$ cat config.mk
export PLATFORM = sky130hd
export DESIGN_NAME = benes_chk_lane
export DESIGN_NICKNAME = d
export VERILOG_FILES = /design/src/rtl/benes_chk_pkg.sv /design/src/rtl/benes_chk_lane.sv
export SDC_FILE = /design/constraint.sdc
export NUM_CORES = 1
export LEC_CHECK = 0
export CAP_MARGIN = 20
export CORE_ASPECT_RATIO = 0.9
export CORE_MARGIN = 5
export CORE_UTILIZATION = 27
export DETAILED_ROUTE_END_ITERATION = 6
export SETUP_SLACK_MARGIN = 0.3
export SKIP_CTS_REPAIR_TIMING = 1
export SLEW_MARGIN = 20
export SYNTH_ARGS = -nofsm -noshare
export SYNTH_HDL_FRONTEND = slang
export SYNTH_SLANG_ARGS = --single-unit
$ cat constraint.sdc
create_clock -name clk -period 3.4 [get_ports clk]
set_input_delay 0.51 -clock clk [delete_from_list [all_inputs] [get_ports clk]]
set_output_delay 0.51 -clock clk [all_outputs]
set_load 0.02 [all_outputs]
$ cat src/rtl/benes_chk_pkg.sv
// Shared types and the per-source step rule for the Benes output checker.
package benes_chk_pkg;

    localparam int DEF_SIZE = 8;

    typedef logic [$clog2(DEF_SIZE)-1:0] lane_idx_t;

    typedef enum logic [2:0] {
        ST_IDLE,
        ST_PCHK,
        ST_SETTLE,
        ST_LOCK,
        ST_CHECK,
        ST_DONE
    } chk_state_t;

    // Lower half of the sources count up by s+1, upper half count down by s-SIZE/2+1.
    function automatic int step_of(input int src, input int size);
        if (src < size / 2)
            return src + 1;
        else
            return -(src - size / 2 + 1);
    endfunction

endpackage

$ cat src/rtl/benes_chk_lane.sv
// One output lane: remembers the previous sample and predicts the next one
// from the step of the source lane routed here.
// Optional macro BENES_CHK_FIRST_FAIL_EN exposes the prediction for first-fail capture.
module benes_chk_lane
    import benes_chk_pkg::*;
#(
    parameter int SIZE       = 8,
    parameter int DATA_WIDTH = 8,
    parameter int IDX_W      = $clog2(SIZE)
) (
    input  logic                  clk,
    input  logic                  rst,
    input  logic [IDX_W-1:0]      src,
    input  logic [DATA_WIDTH-1:0] sample,
    input  logic                  lock,
    input  logic                  check,
`ifdef BENES_CHK_FIRST_FAIL_EN
    output logic [DATA_WIDTH-1:0] pred,
`endif
    output logic                  mismatch
);

`ifndef BENES_CHK_FIRST_FAIL_EN
    logic [DATA_WIDTH-1:0] pred;
`endif
    logic [DATA_WIDTH-1:0] prev;
    logic [DATA_WIDTH-1:0] step;

    assign step     = DATA_WIDTH'(step_of(int'(src), SIZE));
    assign pred     = prev + step;
    assign mismatch = check && (sample != pred);

    // Track the live sample so a single slip costs one error, not a lasting offset.
    always_ff @(posedge clk) begin
        if (rst)
            prev <= '0;
        else if (lock || check)
            prev <= sample;
    end

endmodule

==> summary.md, run 1 <==
| Metric | Value |
|---|---|
| Iter 0 DRT Violations | 13 |
| Top_reg_cell synth | dfxtp_1 |
| Post-Route Utilization | 37.4% |
| Hold violation count in the final report | 0 |
| Mapped Area | 741 um2 |
| Syn Nets | 122 |
| Worst setup path category | in -> out |
| Peak Freq | 334 MHz |
| CTS tree | built |
| CP Cell Sequence | buf_6 > ha_4 > nor2_2 > a21oi_2 > inv_1 > fa_2 > xor2_1 > nand3_1 > nor4b_2 > a41oi_1 > buf_4 |
| Die area | 3890 um2 |
| Cts bufs inserted | 3 |
| Clk_lat worst skew | 0.26 ns |
| Count of cell types in the netlist | 26 |
| GRT overflow | 0 |
| Worst path slowest cell | fa_2 |
| Io pins | 16 |
| Max reg flops | 8 |
| Clk root buf | clkbuf_4 |
| Die span in y | 59.7 um |
| Port Buf Inserts | 15 |
| Storage element area | 160 um2 |
| Setup Skew | 0 ns |
| Leading area contributor after synthesis | dfxtp_1 |
| Synth area leaders | dfxtp_1 (22%), ha_1 (14%), xnor2_1 (11%) |
| Ys Warns | 0 |
| Net count, final | 143 |
| Critical Path RT | 2.89 ns |
| Diodes inserted | 0 |
| TritonCTS Sinks | 8 |
| Starting Density | 27.6% |
| Avg WL per Cell | 11.6 um |
| Fin crit share | 88.0% |
| Htree depth | 1 |
| Most frequent cell after synthesis | a21oi_1 |
| Min-Delay Path Class | reg -> reg |
| Least-Margin Pin Slew | 0.508 ns |
| Max-slew headroom at the worst pin | 66.0% |
| Max_cap viols | 0 |
| Min-delay src | prev[5] |
| Reg clk slew, reported paths | 0.05 ns |
| Reg with most FFs | prev |
| Layout area overhead | 35.5% |
| Xor/xnor share of the synthesized area | 15.4% |
| CP startpoint | src[1] |
| Post-layout minimum cycle time | 2.99 ns |
| Startpoint Class | primary input |
| RSZ-0062 raised after global routing | true |
| First-pass GRT wire length | 2.95 mm |
| Final Max Slew Viols | 0 |
| Antenna-violating nets left | 0 |
| Max IR drop VDD | 0.189 mV |
| Leakage | 0.000402 uW |
| Multi-input logic area | 578 um2 |
| Mux cell area share after synthesis | 0% |
| Clk buf depth | 2 |
| Via density | 4.90 |
| Crit Path Max Fanout | 2 |
| Rows | 18 |
| Post-DP HPWL | 1.38 mm |
| Sequential share of the synthesized area | 21.6% |
| Synth Area in Adders | 16.2% |
| Share of layout cells above drive strength 1 | 16.2% |
| Largest registers | prev (8) |
| Gr usage total | 9.58% |
| Worst Setup End Kind | output port |
| Post-route DRC | 0 |
| Routability congestion estimate | 0.785 |
| Die Wd | 65.2 um |
| Asr flop ratio synth | 0% |
| Max incr delay on CP | 0.53 ns |
| Synthesized-area fraction occupied by and/or/nand/nor cells | 19.1% |
| Worst R2R Start | prev[1] |
| Power per Cell Area | 305 nW/um2 |
| Initial antenna violation count | 0 |
| Vias | 721 |
| Flops & latches, synth | 8 |
| Largest family of logic cells by synthesized area | compound AO/OA/AOI/OAI gates |
| Total Power | 306 uW |
| CP arrival | 2.48 ns |
| Synth Area in Compound Gates | 23.1% |
| Avg Inst Size Synth | 7.56 um2 |
| EDFF count, synth | 0 |
| Fillers | 277 |
| Top post-synthesis cells by count | a21oi_1 (14), nand2_1 (12), o21ai_0 (10), xnor2_1 (9) |
| Core box area | 2680 um2 |
| Final WL | 1.71 mm |
| Post-synthesis cell count | 98 |
| Largest net degree at the start of global routing | 11 |
| DR pass1 iterations | 4 |
| Setup-failing EPs final | 0 |
| Yosys top cell area share | 21.6% |
| Outcome | complete, no violations |
| Number of global-route vias before repair | 747 |
[worst max-delay path, delay by kind of cell]
kind	cells	cell delay (ns)
AO/OA/AOI/OAI	2	0.26
XOR/XNOR	1	0.15
adder cells (fa/ha/maj)	2	0.78
buffers and inverters	3	0.35
AND/OR/NAND/NOR	3	0.44
[report_power, final]
part | internal [uW] | switching (uW) | total (uW)
logic | 67.8 | 62.2 | 130
registers | 99.8 | 4.00 | 104
clock network | 40.4 | 31.8 | 72.2
[logic make-up after synthesis]
kind of cell | count (synthesis)
compound gates | 31
xor+xnor | 13
fa+ha+maj | 9
buf+inv | 9
flops | 8
simple gates | 28
[cell type report]
class,count,area share [%]
Inverter,6,2.24
Sequential cell,8,16.0
Tap cell,30,3.74
Multi-Input combinational cell,81,57.6
Timing Repair Buffer,19,18.2
Clock buffer,3,2.24
[per-layer routing]
layer / GRT usage (%) / wire (um) / part of all wire (%) / vias to the layer above
met1: 11.2 / 818 / 48 / 325
li1: - / - / - / 381
met2: 16.9 / 822 / 48 / 11
met5: 0 / 0 / 0 / -
met3: 1.32 / 42 / 2.5 / 4
met4: 5.33 / 23 / 1.3 / 0
[path summary, 6_finish.rpt]
check	slack, ns	cells past startpoint	to
worst min register to register	0.46	2	prev[5]
worst max register to register	2.74	2	prev[1]
worst max-delay path	0.41	11	mismatch
worst min-delay path	0.46	2	prev[5]
[stage by stage]
step / area, um2 / setup slack, ns / hold slack [ns] / instances / setup TNS, ns
5_1_grt: 1000 / 0.243 / 0.489 / 147 / 0
6_report: 1000 / 0.408 / 0.464 / 147 / 0
4_1_cts: 970 / -0.458 / 0.469 / 147 / -0.458
3_5_place_dp: 947 / -0.454 / 0.461 / 144 / -0.454
2_1_floorplan: 741 / 0.500 / 0.436 / 98 / 0
3_3_place_gp: 947 / -0.413 / 0.447 / 144 / -0.413
[layout by cell type (no fill, tap or decap)]
cell type | Yosys | routed
a211oi_1 | 2 | 2
a21oi_1 | 14 | 13
a21oi_2 | 0 | 1
a41oi_1 | 1 | 1
and2_1 | 1 | 1
and2b_1 | 1 | 1
buf_4 | 0 | 5
buf_6 | 0 | 2
clkbuf_4 | 0 | 3
clkdlybuf4s50_1 | 0 | 11
dfxtp_1 | 8 | 8
dlymetal6s2s_1 | 0 | 1
fa_2 | 0 | 1
ha_1 | 8 | 6
ha_2 | 0 | 1
ha_4 | 0 | 1
inv_1 | 6 | 6
nand2_1 | 12 | 12
nand3_1 | 4 | 4
nand4_1 | 1 | 1
nor2_1 | 4 | 3
nor2_2 | 0 | 1
nor3_1 | 2 | 2
nor3_2 | 1 | 1
nor4b_2 | 1 | 1
o211ai_1 | 1 | 1
o21a_1 | 1 | 1
o21ai_0 | 10 | 10
o21ai_1 | 1 | 1
o31ai_1 | 1 | 1
or2_2 | 1 | 1
xnor2_1 | 9 | 8
xnor2_2 | 0 | 1
xor2_1 | 4 | 4
Power figures use the tool's default switching activity.
==> run 2: changes to the inputs <==
--- a/config.mk
+++ b/config.mk
@@ -7,8 +7,8 @@
 export LEC_CHECK = 0
 export CAP_MARGIN = 20
 export CORE_ASPECT_RATIO = 0.9
-export CORE_MARGIN = 5
-export CORE_UTILIZATION = 27
+export CORE_MARGIN = 2
+export CORE_UTILIZATION = 30
 export DETAILED_ROUTE_END_ITERATION = 6
 export SETUP_SLACK_MARGIN = 0.3
 export SKIP_CTS_REPAIR_TIMING = 1
==> summary.md, run 2 (synthesis gave the netlist of run 1 again) <==
| Metric | Value |
|---|---|
| Outcome | complete, no violations |
| Post-route cell area | 1000 um2 (-0.12%) |
| Iter 0 DRT Violations | 16 (+3) |
| Max-slew headroom at the worst pin | 67.1% (+1.1 points) |
| Reg clk slew, reported paths | 0.05 ns (about the same) |
| Setup-failing EPs final | 0 (unchanged) |
| Fillers | 261 (-5.8%) |
| First-pass GRT wire length | 2.91 mm (-1.2%) |
| Antenna-violating nets left | 0 (unchanged) |
| Initial antenna violation count | 0 (unchanged) |
| Post-route DRC | 0 (unchanged) |
| Avg WL per Cell | 11.3 um (-3.0%) |
| Max_cap viols | 0 (unchanged) |
| Clk root buf | clkbuf_4 |
| Total Power | 304 uW (-0.60%) |
| Worst Setup End Kind | output port |
| Vias | 734 (+1.8%) |
| Via density | 5.06 (+3.2%) |
| Routability congestion estimate | 0.847 (+8.0%) |
| Min-Delay Path Class | reg -> reg |
| Peak Freq | 337 MHz (+0.93%) |
| Gr usage total | 13.0% (+3.4 points) |
| Leakage | 0.000404 uW (+0.59%) |
| Dpl cell area | 945 um2 (-0.26%) |
| Die area | 2880 um2 (-26%) |
| Die span in y | 51.1 um (-14%) |
| Setup Skew | 0 ns (unchanged) |
| Share of layout cells above drive strength 1 | 16.2% (unchanged) |
| Cts bufs inserted | 3 (unchanged) |
| Port Buf Inserts | 15 (unchanged) |
| Crit Path Max Fanout | 2 (unchanged) |
| Power per Cell Area | 304 nW/um2 (-0.47%) |
| Largest net degree at the start of global routing | 11 (unchanged) |
| RSZ-0062 raised after global routing | true |
| Final WL | 1.63 mm (-4.3%) |
| Post-Route Utilization | 41.7% (+4.3 points) |
| CTS tree | built |
| Htree depth | 1 (unchanged) |
| Number of global-route vias before repair | 720 (-3.6%) |
| GRT overflow | 0 (unchanged) |
| Clk_lat worst skew | 0.25 ns (about the same) |
| Final Max Slew Viols | 0 (unchanged) |
| Die Wd | 56.4 um (-14%) |
| Clk buf depth | 2 (unchanged) |
| Io pins | 16 (unchanged) |
| Most frequent cells in the layout | nand2_1 (12), a21oi_1 (12), clkdlybuf4s50_1 (11) |
| Hold violation count in the final report | 0 (unchanged) |
| Diodes inserted | 0 (unchanged) |
| Net count, final | 143 (unchanged) |
| Rows | 17 (-1) |
| Layout area overhead | 35.3% |
| Post-DP HPWL | 1.38 mm (+0.41%) |
| R2r worst-path depth | 2 (unchanged) |
| Post-layout minimum cycle time | 2.96 ns (-0.0277 ns) |
| Max IR drop VDD | 0.236 mV (+25%) |
| Worst setup path category | in -> out |
| Starting Density | 30.8% (+3.2 points) |
| CP arrival | 2.45 ns (-0.03 ns) |
| Largest registers | prev (8) |
| Max reg flops | 8 (unchanged) |
| DR pass1 iterations | 4 (unchanged) |
| Startpoint Class | primary input |
| Least-Margin Pin Slew | 0.491 ns (-0.0169 ns) |
| Worst Hold Depth | 2 (unchanged) |
| Reg with most FFs | prev |
| Fin crit share | 87.2% (-0.81 points) |
| Core box area | 2400 um2 (-10%) |
| Critical Path RT | 2.89 ns (about the same) |
| TritonCTS Sinks | 8 (unchanged) |
==> run 2: cell count changes in the layout (fill, tap and decap cells not counted) <==
cell,delta
ha_1,+1
a21oi_1,-1
ha_2,-1
a21oi_2,+1
==> run 2: layout make-up <==
cell class,count,area (um2),area share [%]
flip-flops and latches,8,160,16.0
inverters,6,22.5,2.25
multi-input cells,81,579,57.8
repair buffers,19,183,18.2
well taps,28,35.0,3.50
clock buffers,3,22.5,2.25
==> run 2: worst max-delay path, cell delays in order <==
cell	delay, ns
buf_6	0.10
ha_4	0.25
nor2_2	0.04
a21oi_2	0.12
inv_1	0.07
fa_2	0.53
xor2_1	0.14
nand3_1	0.10
nor4b_2	0.27
a41oi_1	0.14
buf_4	0.18
==> run 2: where the power goes <==
part	leakage (uW)	internal (uW)	switching [uW]
clock	0.0000138	40.2	29.8
sequential	0.0000664	100	3.78
combinational	0.000324	67.7	62.6
==> run 2: final timing paths <==
check                           startpoint  slack [ns]       end
worst min-delay path               prev[4]        0.46   prev[4]
worst max-delay path                src[1]        0.44  mismatch
worst max register to register     prev[1]        2.79   prev[1]
worst min register to register     prev[4]        0.46   prev[4]
==> run 2: per-stage QoR <==
step	setup TNS, ns	cells	hold slack (ns)	worst slack (ns)
2_1_floorplan	0	98	0.436	0.500
3_3_place_gp	-0.410	142	0.448	-0.410
3_5_place_dp	-0.445	142	0.452	-0.445
4_1_cts	-0.446	145	0.458	-0.446
5_1_grt	0	145	0.490	0.237
6_report	0	145	0.456	0.436
==> run 2: routing by layer <==
| layer | share of wire, % | GRT usage [%] | vias up |
|---|---|---|---|
| met5 | 0 | 0 | - |
| met4 | 2.1 | 7.94 | 0 |
| met3 | 1.9 | 0.759 | 3 |
| met2 | 50 | 21.8 | 12 |
| met1 | 46 | 16.4 | 336 |
| li1 | - | - | 383 |
